$ cat config.mk
export PLATFORM = sky130hd
export DESIGN_NAME = gray_decode_arbiter
export DESIGN_NICKNAME = d
export VERILOG_FILES = /design/src/rtl/gray_pkg.sv /design/src/rtl/gray_to_bin_core.sv /design/src/rtl/gray_decode_arbiter.sv
export SDC_FILE = /design/constraint.sdc
export NUM_CORES = 1
export LEC_CHECK = 0
export ABC_AREA = 1
export ABC_CLOCK_PERIOD_IN_PS = 4200
export CORE_ASPECT_RATIO = 0.7
export CORE_MARGIN = 2
export CORE_UTILIZATION = 50
export CTS_CLUSTER_SIZE = 8
export DETAILED_ROUTE_END_ITERATION = 12
export GPL_TIMING_DRIVEN = 0
export MAX_ROUTING_LAYER = met4
export PLACE_DENSITY = 0.95
export SLEW_MARGIN = 10
export SYNTH_ARGS = -nofsm -noshare
export SYNTH_HDL_FRONTEND = slang
export SYNTH_SLANG_ARGS = --single-unit
$ cat constraint.sdc
create_clock -name clk -period 4.2 [get_ports clk]
set_input_delay 0.84 -clock clk [delete_from_list [all_inputs] [get_ports clk]]
set_output_delay 0.84 -clock clk [all_outputs]
set_load 0.02 [all_outputs]
$ cat src/rtl/gray_pkg.sv
// Shared constants and helpers for the Gray-decode arbiter slice.
// Latency: n/a (package only).
// Backpressure: n/a (package only).
//
// Contents: default geometry, ID width derivation, popcount for the optional
// sequence checker.
package gray_pkg;

   localparam int GRAY_WIDTH_DEF = 4;
   localparam int GRAY_NREQ_DEF  = 4;

   // ID field width; a single requester still gets a 1-bit field so that the
   // port never collapses to zero width.
   function automatic int gray_id_w(input int n);
      return (n <= 1) ? 1 : $clog2(n);
   endfunction

   // Number of set bits; WIDTH is at most 16, so callers zero-extend to 16.
   function automatic int unsigned gray_popcount(input logic [15:0] v);
      int unsigned c;
      c = 0;
      for (int k = 0; k < 16; k++) begin
         c = c + {31'd0, v[k]};
      end
      return c;
   endfunction

endpackage

$ cat src/rtl/gray_to_bin_core.sv
// Purely combinational Gray-to-binary decoder, WIDTH bits.
// Latency: 0 cycles (combinational).
// Backpressure: none; output follows input.
//
// Ports:
//   i_gray  in   WIDTH  Gray-coded word
//   o_bin   out  WIDTH  binary word
module gray_to_bin_core #(
   parameter int WIDTH = 4
) (
   input  logic [WIDTH-1:0] i_gray,
   output logic [WIDTH-1:0] o_bin
);

   // bin[k] is the XOR of all Gray bits from the MSB down to k; writing it as a
   // reduction of the shifted word avoids a bit-to-bit combinational chain on a
   // single vector.
   always_comb begin
      o_bin = '0;
      for (int k = 0; k < WIDTH; k++) begin
         o_bin[k] = ^(i_gray >> k);
      end
   end

endmodule

$ cat src/rtl/gray_decode_arbiter.sv
// Round-robin shares one Gray-to-binary decoder among N_REQ requesters.
// Latency: 1 cycle from accept (req_valid & req_ready) to out_valid.
// Backpressure: while out_valid && !out_ready no requester is granted and the output holds.
//
// Optional macro GRAY_SEQ_CHECK_EN: per-requester history flags any accepted
// Gray word that is not exactly one bit away from the previous one.
//
// Ports:
//   clk          in   1            rising-edge clock
//   rst          in   1            synchronous active-high reset
//   req_valid    in   N_REQ        per-requester request
//   req_gray     in   N_REQ*WIDTH  Gray words, requester i at [i*WIDTH +: WIDTH]
//   req_ready    out  N_REQ        one-hot grant or zero
//   out_valid    out  1            result valid
//   out_ready    in   1            consumer accepts result
//   out_bin      out  WIDTH        decoded binary word
//   out_id       out  ID_W         requester that produced out_bin
//   out_seq_err  out  1            sequence error (0 when checker disabled)
module gray_decode_arbiter
   import gray_pkg::*;
#(
   parameter int N_REQ = GRAY_NREQ_DEF,
   parameter int WIDTH = GRAY_WIDTH_DEF,
   parameter int ID_W  = gray_id_w(N_REQ)
) (
   input  logic                   clk,
   input  logic                   rst,
   input  logic [N_REQ-1:0]       req_valid,
   input  logic [N_REQ*WIDTH-1:0] req_gray,
   output logic [N_REQ-1:0]       req_ready,
   output logic                   out_valid,
   input  logic                   out_ready,
   output logic [WIDTH-1:0]       out_bin,
   output logic [ID_W-1:0]        out_id,
   output logic                   out_seq_err
);

   logic [ID_W-1:0]  r_ptr;
   logic             r_out_valid;
   logic [WIDTH-1:0] r_out_bin;
   logic [ID_W-1:0]  r_out_id;

   logic [ID_W-1:0]  w_cand [N_REQ];
   logic             w_found;
   logic [ID_W-1:0]  w_gidx;
   logic             w_slot_free;
   logic             w_accept;
   logic [WIDTH-1:0] w_gray;
   logic [WIDTH-1:0] w_bin;
   logic [ID_W-1:0]  w_ptr_next;

   // Search order starts at the round-robin pointer and wraps mod N_REQ.
   always_comb begin
      for (int k = 0; k < N_REQ; k++) begin
         w_cand[k] = ID_W'((int'(r_ptr) + k) % N_REQ);
      end
   end

   always_comb begin
      w_found = 1'b0;
      w_gidx  = '0;
      for (int k = 0; k < N_REQ; k++) begin
         if (!w_found && req_valid[w_cand[k]]) begin
            w_found = 1'b1;
            w_gidx  = w_cand[k];
         end
      end
   end

   // Grant depends only on req_valid, ptr, output occupancy and reset, never on
   // the Gray data, so req_ready has no path through the decoder.
   assign w_slot_free = !r_out_valid || out_ready;
   assign w_accept    = w_found && w_slot_free && !rst;
   assign w_ptr_next  = ID_W'((int'(w_gidx) + 1) % N_REQ);

   always_comb begin
      req_ready = '0;
      if (w_accept) begin
         req_ready[w_gidx] = 1'b1;
      end
   end

   assign w_gray = req_gray[int'(w_gidx)*WIDTH +: WIDTH];

   gray_to_bin_core #(
      .WIDTH (WIDTH)
   ) u_dec (
      .i_gray (w_gray),
      .o_bin  (w_bin)
   );

   // Output register: EMPTY/FULL is simply r_out_valid.
   always_ff @(posedge clk) begin
      if (rst) begin
         r_out_valid <= 1'b0;
         r_out_bin   <= '0;
         r_out_id    <= '0;
         r_ptr       <= '0;
      end else if (w_accept) begin
         r_out_valid <= 1'b1;
         r_out_bin   <= w_bin;
         r_out_id    <= w_gidx;
         r_ptr       <= w_ptr_next;
      end else if (out_ready) begin
         // Drain: result consumed with nothing new to load.
         r_out_valid <= 1'b0;
      end
   end

`ifdef GRAY_SEQ_CHECK_EN
   logic [WIDTH-1:0] r_last [N_REQ];
   logic [N_REQ-1:0] r_seen;
   logic             r_seq_err;
   logic             w_step_bad;

   // A legal step changes exactly one bit; repeats and multi-bit jumps are bad.
   assign w_step_bad = (gray_popcount(16'(r_last[w_gidx] ^ w_gray)) != 32'd1);

   always_ff @(posedge clk) begin
      if (rst) begin
         r_seq_err <= 1'b0;
         r_seen    <= '0;
         for (int k = 0; k < N_REQ; k++) begin
            r_last[k] <= '0;
         end
      end else if (w_accept) begin
         // First word after reset has no predecessor to compare against.
         r_seq_err        <= r_seen[w_gidx] && w_step_bad;
         r_last[w_gidx]   <= w_gray;
         r_seen[w_gidx]   <= 1'b1;
      end
   end

   assign out_seq_err = r_seq_err;
`else
   assign out_seq_err = 1'b0;
`endif

   assign out_valid = r_out_valid;
   assign out_bin   = r_out_bin;
   assign out_id    = r_out_id;

endmodule
==> qor.yml, run 1 <==
cp_max_fo: 11
layout.nets: 258
critPathArrivalTime_ns: 3.15
antenna_found_initial: 0
post-route-min-period_ns: 3.990
setup_ws_ns: 0.2102
synthTopCellsByCount: "nand2_1 (78), inv_1 (24), nand3_1 (22)"
ctsHoldBuffers: 0
routedWlPerCell_um: 9.611
drt-pass1-iter-count: 4
grt.total_usage: 0.2354
setup_violations: 0
worstSetupStartpointType: "primary input"
clkSinkCount: 9
rsz0062_at_grt: "false"
synth-async-reset-ratio: 0
ir_drop_mv: 0.4308
viasPerCell: 4.824
synth_compound_area_frac: 0.05581
period_share: 0.9499
outcome: "completed"
max_freq_mhz: 250.6
dp_slack_ns: 0.1511
post-route-drc-count: 0
fin_skew_ns: 0.0005677
yosys.area_share.simple: 0.5900
initial_core_util: 0.5183
syn2layout_area_growth_pct: 36.90
synth_top_cell_by_area: "nand2_1"
syn_area_per_cell_um2: 5.692
required_ns: 3.36
ys_seq_area_frac: 0.1640
drv_cap: 0
dieArea_um2: 2594
powerDensity_nw_per_um2: 951.0
synth_enable_flop_cells: 0
yosysWarnings: 0
first_global_vias: 1091
clkSlewWorstSetupHoldPaths_ns: 0.06
hpwlAfterDp_um: 2084
dp_cells: 258
synth.top_cell.area_share: 0.2665
io_pins: 35
reg2reg_depth: 20
worst_setup_path_end_kind: "output port"
synth_top_family_by_area: "simple AND/OR/NAND/NOR gates"
cts-root-buf: "clkbuf_4"
hold_path_class: "reg2reg"
grt_max_degree: 12
syn_nets: 220
vias: 1264
yosys-mux-area-fraction: 0
numCtsBuffers: 3
die_w_um: 60.03
cts_tree: "done"
synth-xor-area-share: 0
critPathKind: "in2out"
synthAdderAreaFrac: 0.04556
gp_congestion: 0.8330
post-cts-setup-buffers: 0
synth.area.top_cells: "nand2_1 (27%), dfxtp_1 (16%), nand3_1 (10%)"
insertion_delay_ns: 0.26
die_y_um: 43.22
hold-path-cell-count: 2
syn_area_um2: 1099
tns_ns: 0
grt_overflow_total: 0
layout-drive-gt1-share: 0.1261
cts.repair.resized: 0
reg2reg_from: "r_ptr[1]"
grt_pass1_wl_um: 4505
rows: 14
maxSlewViolCount: 0
syn_inst: 193
hold_start: "out_bin[2]"
n_antenna_cell: 0
drtIter0Drc: 50
leakagePower_uw: 0.0008257
ant_nets: 0
routed_wl_um: 2518
startpoint: "req_valid[3]"
yosysMostFrequentCell: "nand2_1"
synth_cell_types: 23
clock_path_buffers: 2
nFillCells: 200
synth-seq-cells: 9
port_buffers: 33
final_cells: 262
p_total_uw: 1430
cts_max_level: 1
synth_ff_type: "dfxtp_1"
core_area_um2: 2120
hold_viol_final: 0
-- report_power, final --
group	switching [uW]	internal [uW]	leakage, uW
Combinational	752	459	0.000736
Sequential	28.0	123	0.0000751
Clock	31.3	36.7	0.0000150
Total	811	619	0.000826
-- sequential cells by signal, summed over array words and instances, names as in the netlist --
| register | cells |
|---|---|
| out_bin | 4 |
| out_id | 2 |
| out_valid | 1 |
| r_ptr | 2 |
-- metal layers --
metal  share of wire  up-vias  wire, um  GRT usage
met3           0.054        4       136    0.03354
met2            0.44       41      1117     0.3609
met1            0.48      544      1216     0.3022
met5               0        -         0          -
li1                -      675         -          -
met4           0.019        0        48     0.1111
-- kinds of logic after synthesis --
kind of cell               after synthesis
AOI/OAI and AO/OA                       12
other                                    1
and+or+nand+nor                        134
adders and majority gates                4
DFF                                      9
buffers and inverters                   33
-- metrics by stage --
step | util | cell area, um^2 | hold WS [ns]
floorplan | - | 1099 | 0.5388
global placement | 0.6930 | 1469 | 0.4644
detailed placement | 0.6930 | 1469 | 0.4795
CTS | 0.7054 | 1495 | 0.4886
global route | 0.7096 | 1504 | 0.5172
finish | 0.7096 | 1504 | 0.4875
-- cell type report --
| type | count | area, um^2 | share of cell area |
|---|---|---|---|
| clock buffer | 4 | 26.28 | 0.01747 |
| inverter | 28 | 108.9 | 0.07238 |
| buffer | 5 | 50.05 | 0.03328 |
| sequential | 9 | 180.2 | 0.1198 |
| tap | 32 | 40.04 | 0.02662 |
| timing repair buffer | 33 | 335.3 | 0.2230 |
| multi-input combinational | 151 | 763.2 | 0.5075 |
-- critical path, stage by stage --
cell	delay (ns)
clkdlybuf4s50_1	0.48
inv_1	0.07
nand2_1	0.06
nand2_1	0.08
nand2_1	0.07
nand2_1	0.07
a21oi_1	0.16
nand2_2	0.17
nand2_4	0.13
buf_12	0.14
ha_1	0.14
inv_1	0.03
nor2_1	0.09
clkdlybuf4s50_1	0.61
-- worst paths after layout --
| check | to | slack (ns) |
|---|---|---|
| setup / recovery | req_ready[0] | 0.21 |
| hold / removal | out_bin[2] | 0.49 |
| setup reg to reg | out_bin[0] | 1.99 |
| hold reg to reg | out_bin[2] | 0.49 |
-- cells in the final DEF, fill, tap and decap left out --
cell,n
clkbuf_4,3
clkinvlp_4,1
clkdlybuf4s50_1,31
o21ai_0,4
nand3b_1,7
nor2_1,7
inv_1,24
buf_12,1
clkbuf_1,2
nor2_4,1
nand3_1,22
a31oi_1,1
ha_1,4
a21oi_1,5
buf_4,2
buf_6,1
dlymetal6s2s_1,2
nand2_4,5
nand4_1,1
conb_1,1
dfxtp_1,9
o21ai_1,2
nand2_2,10
inv_2,2
clkinv_1,1
nand3_2,3
nand2_1,78
(Power assumes the default switching activity.)
==> run 2: changes to the inputs <==
--- a/config.mk
+++ b/config.mk
@@ -6,15 +6,15 @@
 export NUM_CORES = 1
 export LEC_CHECK = 0
 export ABC_AREA = 1
-export ABC_CLOCK_PERIOD_IN_PS = 4200
+export ABC_CLOCK_PERIOD_IN_PS = 3900
 export CORE_ASPECT_RATIO = 0.7
 export CORE_MARGIN = 2
-export CORE_UTILIZATION = 50
+export CORE_UTILIZATION = 46
 export CTS_CLUSTER_SIZE = 8
 export DETAILED_ROUTE_END_ITERATION = 12
 export GPL_TIMING_DRIVEN = 0
 export MAX_ROUTING_LAYER = met4
-export PLACE_DENSITY = 0.95
+export PLACE_DENSITY = 0.91
 export SLEW_MARGIN = 10
 export SYNTH_ARGS = -nofsm -noshare
 export SYNTH_HDL_FRONTEND = slang
==> constraint.sdc (replaced) <==
create_clock -name clk -period 3.9 [get_ports clk]
set_input_delay 0.78 -clock clk [delete_from_list [all_inputs] [get_ports clk]]
set_output_delay 0.78 -clock clk [all_outputs]
set_load 0.02 [all_outputs]
==> qor.yml, run 2 (synthesis gave the netlist of run 1 again) <==
initial_core_util: 0.4977
final_cell_mix: "nand2_1 (78), clkdlybuf4s50_1 (29), inv_1 (24), nand3_1 (22), nand2_2 (10)"
worstSetupStartpointType: "primary input"
multi_input_area_um2: 763.2
rows: 14
first_global_vias: 953
critPathKind: "in2out"
hpwlAfterDp_um: 2023
drtIter0Drc: 62
antenna_found_initial: 0
p_total_uw: 1510
fin_area_um2: 1501
io_pins: 35
post-route-min-period_ns: 3.646
insertion_delay_ns: 0.26
ant_nets: 0
final_common_cell: "nand2_1"
critPathArrivalTime_ns: 2.87
crit_cells: 14
rsz0062_at_grt: "false"
outcome: "completed"
hold_viol_final: 0
slowest_delay_ns: 0.48
post-route-drc-count: 0
cp_top_family: "buffers and inverters"
reg2reg_depth: 13
setup_violations: 0
nFillCells: 217
setup_ws_ns: 0.2543
regArea_um2: 180.2
layout-drive-gt1-share: 0.1217
cts_max_level: 1
numCtsBuffers: 3
layout.nets: 258
maxSlewViolCount: 0
grt_overflow_total: 0
worst_setup_path_end_kind: "output port"
crit_path_frequent_cell: "inv_1"
grt_pass1_wl_um: 4091
hold_path_class: "reg2reg"
die_y_um: 44.89
path_buf_inv: 6
cp_max_fo: 10
post-cts-setup-buffers: 0
routedWlPerCell_um: 9.122
routed_wl_um: 2390
dp_cells: 258
grt.total_usage: 0.1879
ir_drop_mv: 0.5336
tns_ns: 0
max_freq_mhz: 274.3
dieArea_um2: 2801
drt-pass1-iter-count: 4
dp_slack_ns: -0.004392
cts_tree: "done"
hold-path-cell-count: 2
largest_register_ffs: 4
gp_congestion: 0.8090
clkSinkCount: 9
period_share: 0.9348
port_buffers: 33
n_antenna_cell: 0
drv_cap: 0
cp_cell_sequence: "clkdlybuf4s50_1, inv_1, nand2_2, nand3_1, nand2_1, inv_1, nand3_2, nand3_1, nand2_1, clkinv_1, ha_1, inv_1, nor2_1, dlygate4sd2_1"
powerDensity_nw_per_um2: 1006
dpl_cell_area_um2: 1469
clkSlewWorstSetupHoldPaths_ns: 0.06
fin_skew_ns: 0.0008271
cts-root-buf: "clkbuf_4"
die_w_um: 62.41
slowest_stage: "clkdlybuf4s50_1"
viasPerCell: 4.729
vias: 1239
core_area_um2: 2207
required_ns: 3.12
grt_max_degree: 12
final_cells: 262
clock_path_buffers: 2
syn2layout_area_growth_pct: 36.67
leakagePower_uw: 0.0008481
[run 2: cell types whose count changed in the layout (fill, tap and decap cells not counted)]
cell             delta
clkinv_1            +1
clkdlybuf4s50_1     -2
dlygate4sd2_1       +1
clkinvlp_4          -1
dlymetal6s2s_1      +1
[run 2: path summary, 6_finish.rpt]
kind	start	to	slack (ns)
max	req_valid[3]	req_ready[2]	0.25
min	out_bin[2]	out_bin[2]	0.49
max reg2reg	r_ptr[1]	r_ptr[1]	1.74
min reg2reg	out_bin[2]	out_bin[2]	0.49
[run 2: report_power, final]
group          switching [uW]  total (uW)  internal (uW)  leakage [uW]
clock network            32.8        72.2           39.5     0.0000150
logic                     789        1280            488      0.000758
registers                28.4         161            133     0.0000751
total                     850        1510            660      0.000848
[run 2: area by class of cell]
cell class | instances | area share
inverters | 28 | 0.07000
repair buffers | 33 | 0.2242
multi-input cells | 151 | 0.5083
plain buffers | 5 | 0.03333
flip-flops and latches | 9 | 0.1200
clock buffers | 4 | 0.01750
well taps | 32 | 0.02667
[run 2: worst reg2reg max path: cells and delay by family (launching register included)]
kind                       cells  cell delay, ns
AOI/OAI and AO/OA              3            0.37
adders and majority gates      1            0.29
buffers and inverters          3            0.31
DFF                            1            0.44
and+or+nand+nor                6            0.62
[run 2: per-stage QoR]
stage,utilization,hold WS (ns)
global route,0.6803,0.5345
floorplan,-,0.5388
CTS,0.6769,0.4924
detailed placement,0.6655,0.4836
global placement,0.6655,0.4657
finish,0.6803,0.4909
[run 2: what timing repair did]
item                                    in CTS  in global routing
gates resized for setup                      1                  3
endpoints found under the setup margin       1                  3
pin swaps                                    0                  0
hold buffers                                 0                  0
[run 2: layer usage]
layer / GRT usage / part of all wire / wire length, um / vias to the layer above
met5: - / 0 / 0 / -
met4: 0.05333 / 0.0071 / 17 / 0
met3: 0.02743 / 0.059 / 140 / 2
met2: 0.3011 / 0.43 / 1020 / 33
met1: 0.2519 / 0.51 / 1212 / 529
li1: - / - / - / 675
==> run 3: changes to the inputs <==
--- a/config.mk
+++ b/config.mk
@@ -13,7 +13,6 @@
 export CTS_CLUSTER_SIZE = 8
 export DETAILED_ROUTE_END_ITERATION = 12
 export GPL_TIMING_DRIVEN = 0
-export MAX_ROUTING_LAYER = met4
 export PLACE_DENSITY = 0.91
 export SLEW_MARGIN = 10
 export SYNTH_ARGS = -nofsm -noshare
==> qor.yml, run 3 (synthesis gave the netlist of run 1 again) <==
outcome: "completed"
clkSlewWorstSetupHoldPaths_ns: 0.06
layout.nets: 258
worstSetupStartpointType: "primary input"
period_share: 0.9348
wl_met2_um: 1020
grt_pass1_wl_um: 4091
crit_path_frequent_cell: "inv_1"
dr_wl_met3_um: 129
clkSinkCount: 9
reg2reg_from: "r_ptr[1]"
path_buf_inv: 6
largest_register_ffs: 4
vias: 1237
drv_cap: 0
rsz0062_at_grt: "false"
grt_max_degree: 12
slowest_stage: "clkdlybuf4s50_1"
post-cts-setup-buffers: 0
cts_max_level: 1
startpoint: "req_valid[3]"
clock_path_buffers: 2
hold_viol_final: 0
hpwlAfterDp_um: 2023
post-route-min-period_ns: 3.646
syn2layout_area_growth_pct: 36.67
grt.total_usage: 0.1820
cp_top_family: "buffers and inverters"
leakagePower_uw: 0.0008481
first_global_vias: 953
max_freq_mhz: 274.3
routedWlPerCell_um: 9.126
die_y_um: 44.89
whs_ns: 0.4909
met1_length_um: 1223
maxSlewViolCount: 0
cts_tree: "done"
port_buffers: 33
insertion_delay_ns: 0.26
initial_core_util: 0.4977
fin_area_um2: 1501
numCtsBuffers: 3
layout-drive-gt1-share: 0.1217
cp_cell_sequence: "clkdlybuf4s50_1, inv_1, nand2_2, nand3_1, nand2_1, inv_1, nand3_2, nand3_1, nand2_1, clkinv_1, ha_1, inv_1, nor2_1, dlygate4sd2_1"
cp_max_fo: 10
ir_drop_mv: 0.5336
critPathArrivalTime_ns: 2.87
critPathKind: "in2out"
nFillCells: 217
fin_skew_ns: 0.0008153
tns_ns: 0
topRoutingLayerUsed: "met4"
io_pins: 35
required_ns: 3.12
grt_overflow_total: 0
rows: 14
dpl_cell_area_um2: 1469
multi_input_area_um2: 763.2
dieArea_um2: 2801
powerDensity_nw_per_um2: 1006
final_cell_mix: "nand2_1 (78), clkdlybuf4s50_1 (29), inv_1 (24), nand3_1 (22), nand2_2 (10)"
hold_path_class: "reg2reg"
hold_start: "out_bin[2]"
drtIter0Drc: 61
routed_wl_um: 2391
fin_util: 0.6803
n_antenna_cell: 0
ant_nets: 0
final_common_cell: "nand2_1"
viasPerCell: 4.721
antenna_found_initial: 0
gp_congestion: 0.7976
worst_setup_path_end_kind: "output port"
setup_violations: 0
slowest_delay_ns: 0.48
drt-pass1-iter-count: 4
die_w_um: 62.41
core_area_um2: 2207
regArea_um2: 180.2
cts-root-buf: "clkbuf_4"
post-route-drc-count: 0
## run 3: layout make-up
cell class | instances | area share
Tap cell | 32 | 0.02667
Timing Repair Buffer | 33 | 0.2242
Clock buffer | 4 | 0.01750
Inverter | 28 | 0.07000
Multi-Input combinational cell | 151 | 0.5083
Sequential cell | 9 | 0.1200
Buffer | 5 | 0.03333
## run 3: path summary, 6_finish.rpt
kind	end	depth (start not counted)	slack, ns
worst max register to register	r_ptr[1]	13	1.74
worst min register to register	out_bin[2]	2	0.49
worst max-delay path	req_ready[2]	14	0.25
worst min-delay path	out_bin[2]	2	0.49
## run 3: metal layers
layer  GRT usage  vias to the layer above
li1            -                      675
met1      0.2519                      529
met2      0.3011                       31
met3     0.02743                        2
met4     0.05333                        0
met5           0                        -
## run 3: worst min-delay path: cells and delay by family (launching register included)
kind             cells  cell delay, ns
AO/OA/AOI/OAI        1            0.06
flip-flops           1            0.31
AND/OR/NAND/NOR      1            0.08
## run 3: where the power goes
part,leakage [uW],internal (uW),switching (uW)
Clock,0.0000150,39.5,32.9
Sequential,0.0000751,133,28.4
Combinational,0.000758,488,789
## run 3: timing repair
item                       CTS  global route
hold buffers                 0             0
hold endpoints to repair     0             0
gates resized for setup      1             3
setup endpoints to repair    1             3
## run 3: stage by stage
step | std cells | power (uW) | worst slack (ns)
2_1_floorplan | 193 | 1154 | 0.9858
4_1_cts | 262 | 1516 | 0.0003515
5_1_grt | 262 | 1689 | 0.05922
3_5_place_dp | 258 | 1441 | -0.004392
6_report | 262 | 1510 | 0.2542
3_3_place_gp | 258 | 1417 | 0.05062
